$ cat config.mk
export PLATFORM = sky130hd
export DESIGN_NAME = keep_popcount
export DESIGN_NICKNAME = d
export VERILOG_FILES = /design/src/rtl/pkt_sink_checker_keep_popcount.sv
export SDC_FILE = /design/constraint.sdc
export NUM_CORES = 1
export LEC_CHECK = 0
export CAP_MARGIN = 10
export CORE_UTILIZATION = 46
export DETAILED_ROUTE_END_ITERATION = 12
export GPL_ROUTABILITY_DRIVEN = 0
export PLACE_DENSITY = 0.85
export SETUP_SLACK_MARGIN = 0.02
export SYNTH_ARGS = -nofsm -noshare
export SYNTH_HDL_FRONTEND = slang
export SYNTH_SLANG_ARGS = --single-unit
export TNS_END_PERCENT = 10
$ cat constraint.sdc
create_clock -name vclk -period 11.22
set_clock_uncertainty 0.2 [all_clocks]
set_input_delay 2.244 -clock vclk [all_inputs]
set_output_delay 2.244 -clock vclk [all_outputs]
set_load 0.005 [all_outputs]
$ cat src/rtl/pkt_sink_checker_keep_popcount.sv
// Number of valid bytes flagged in a tkeep mask.
module keep_popcount #(
    parameter int KEEP_WIDTH = 64,
    parameter int CNT_WIDTH  = $clog2(KEEP_WIDTH) + 1
) (
    input  logic [KEEP_WIDTH-1:0] keep,
    output logic [CNT_WIDTH-1:0]  cnt
);
    always_comb begin
        cnt = '0;
        for (int i = 0; i < KEEP_WIDTH; i++) begin
            cnt = cnt + CNT_WIDTH'(keep[i]);
        end
    end
endmodule

==> run metrics <==
run status=completed; Synthesized Nets=305; grt total ovfl=0; n_diodes=0; MaxCap Viol Count=0; Yosys top cell by area=fa_1; detailed-route via count=1,281; CP Buf/Inv Count=8; DIE AREA=4010 um2; CP delay by family, top=adder cells; total track usage=14.8%; fin crit share=97.5%; CP max stage delay=0.54 ns; DRT Pass-1 Iters=3; Final setup viols=0; worst hold start=keep[2]; Final Hold Fails=0; core area=3470 um2; share of layout cells above drive strength 1=1.65%; via/cell ratio=4.43; Layout Nets=378; global-route wire length before repair=4800 um; crit path kind=in2out; synthesized area per cell=10.1 um2; synth warn=0; register area=0 um2; Synth area leaders=fa_1 63%, inv_1 18%, ha_1 11%, a21oi_1 0.87%, a211oi_1 0.87%; Hold Path Depth=3; largest net degree at the start of global routing=6; die height=63.3 um; # Post-CTS Setup Buffers=0; synthesized instance count=172; worst hold-check path type=in2out; number of distinct library cells after synthesis=19; Slowest cell on crit path=fa_1; Worst Tran Pin Value=0.374 ns; WL/cell=9.55 um; I/O pin cnt=71; number of port buffers=71; Seq cells=0; 1st-iter DRT viols=13; critical-path cell list=clkdlybuf4s50_1 > fa_1 > inv_1 > fa_1 > inv_1 > fa_1 > inv_1 > fa_1 > inv_1 > fa_1 > inv_1 > fa_1 > fa_1 > fa_1 > inv_1 > ha_1 > fa_1 > a211o_2 > a21oi_1 > o21bai_1 > clkdlybuf4s50_1; Crit path depth=21; most frequent cells after synthesis=84 x inv_1, 54 x fa_1, 15 x ha_1; via count of the first global-routing pass=1,266; Antenna Violating Nets Remaining=0; fin util=72.2%; DRC=0; Peak Freq=91.4 MHz; sequential cell area fraction in the yosys report=0%; initial antenna violation count=0; count leader, synth=inv_1; critical path capture point type=primary output; worst path arrival time=8.50 ns; WL final=2760 um; Layout Area Growth over Synthesis=44.7%; Worst slew margin=75.0%; CP Launch Type=input pin; Pins Over Slew Limit=0; row cnt=21; Hold EP=cnt[0]; starting utilization of the core area=49.9%; RSZ-0062 raised after global routing=no; CP required=8.78 ns; CP Max Fanout=3; Tmin final=10.94 ns; crit-path most repeated cell=fa_1; Final HPWL DP=2830 um; Die Width=63.3 um; Cell Area, Synth=1730 um2; post-synth top area share=62.5%; clkbuf count=0; Setup TNS Final=0 ns
[final cells by class]
| cell class | count | area [um2] |
|---|---|---|
| Timing Repair Buffer | 71 | 711 |
| Fill cell | 278 | 966 |
| Inverter | 84 | 315 |
| Tap cell | 46 | 57.6 |
| Multi-Input combinational cell | 88 | 1420 |
[cell families (layout without fill, tap and decap cells)]
family | Yosys count | after routing | share of synthesized area (%)
xor gates and xnor gates | 2 | 2 | 1.01
adders and majority gates | 69 | 69 | 73.4
and+or+nand+nor | 3 | 3 | 1.16
AOI/OAI and AO/OA | 14 | 14 | 6.22
buffers and inverters | 84 | 155 | 18.2
[repair_timing]
action | CTS | global route
gates resized for setup | 0 | 1
hold buffers | 0 | 0
setup endpoints to repair | 0 | 1
[placed cells by master (no fill, tap or decap)]
master and count:
a2111oi_1 1, a211o_2 1, a211oi_1 1, a211oi_2 1, a21o_1 1, a21o_2 1
a21oi_1 3, clkdlybuf4s50_1 71, fa_1 54, ha_1 15, inv_1 84, nand3b_1 1
nor2_1 1, nor4b_1 1, o211a_1 1, o21a_1 1, o21ai_2 1, o21bai_1 1
o31ai_1 1, xnor2_1 1, xor2_1 1
[per-stage QoR]
stage               setup slack, ns  area, um2  std cells  hold WS [ns]
global placement              0.227       2500        289          5.36
detailed placement            0.228       2500        289          5.36
CTS                           0.228       2500        289          5.36
global route                 0.0334       2500        289          5.38
floorplan                      1.33       1730        172          4.41
finish                        0.278       2500        289          5.35
[tightest hold or removal path, stage by stage]
cell,delay [ns]
clkdlybuf4s50_1,0.46
ha_1,0.12
clkdlybuf4s50_1,0.48
[how the worst max path moves through the flow]
stage | startpoint | to
after detailed placement | keep[17] | cnt[5]
after global routing | keep[53] | cnt[6]
after CTS | keep[17] | cnt[5]
final | keep[53] | cnt[6]
after floorplan | keep[53] | cnt[6]
after global placement | keep[17] | cnt[5]
[routing by layer]
layer  wire length (um)  share of wire, %  global-route usage [%]
met1               1010                37                    17.9
met2               1550                56                    29.6
met3                205               7.4                    1.63
met4                  0                 0                       0
met5                  0                 0                       0
Power is not shown: default switching activity piles up to over one toggle a cycle in this logic, so the estimate is an artifact.
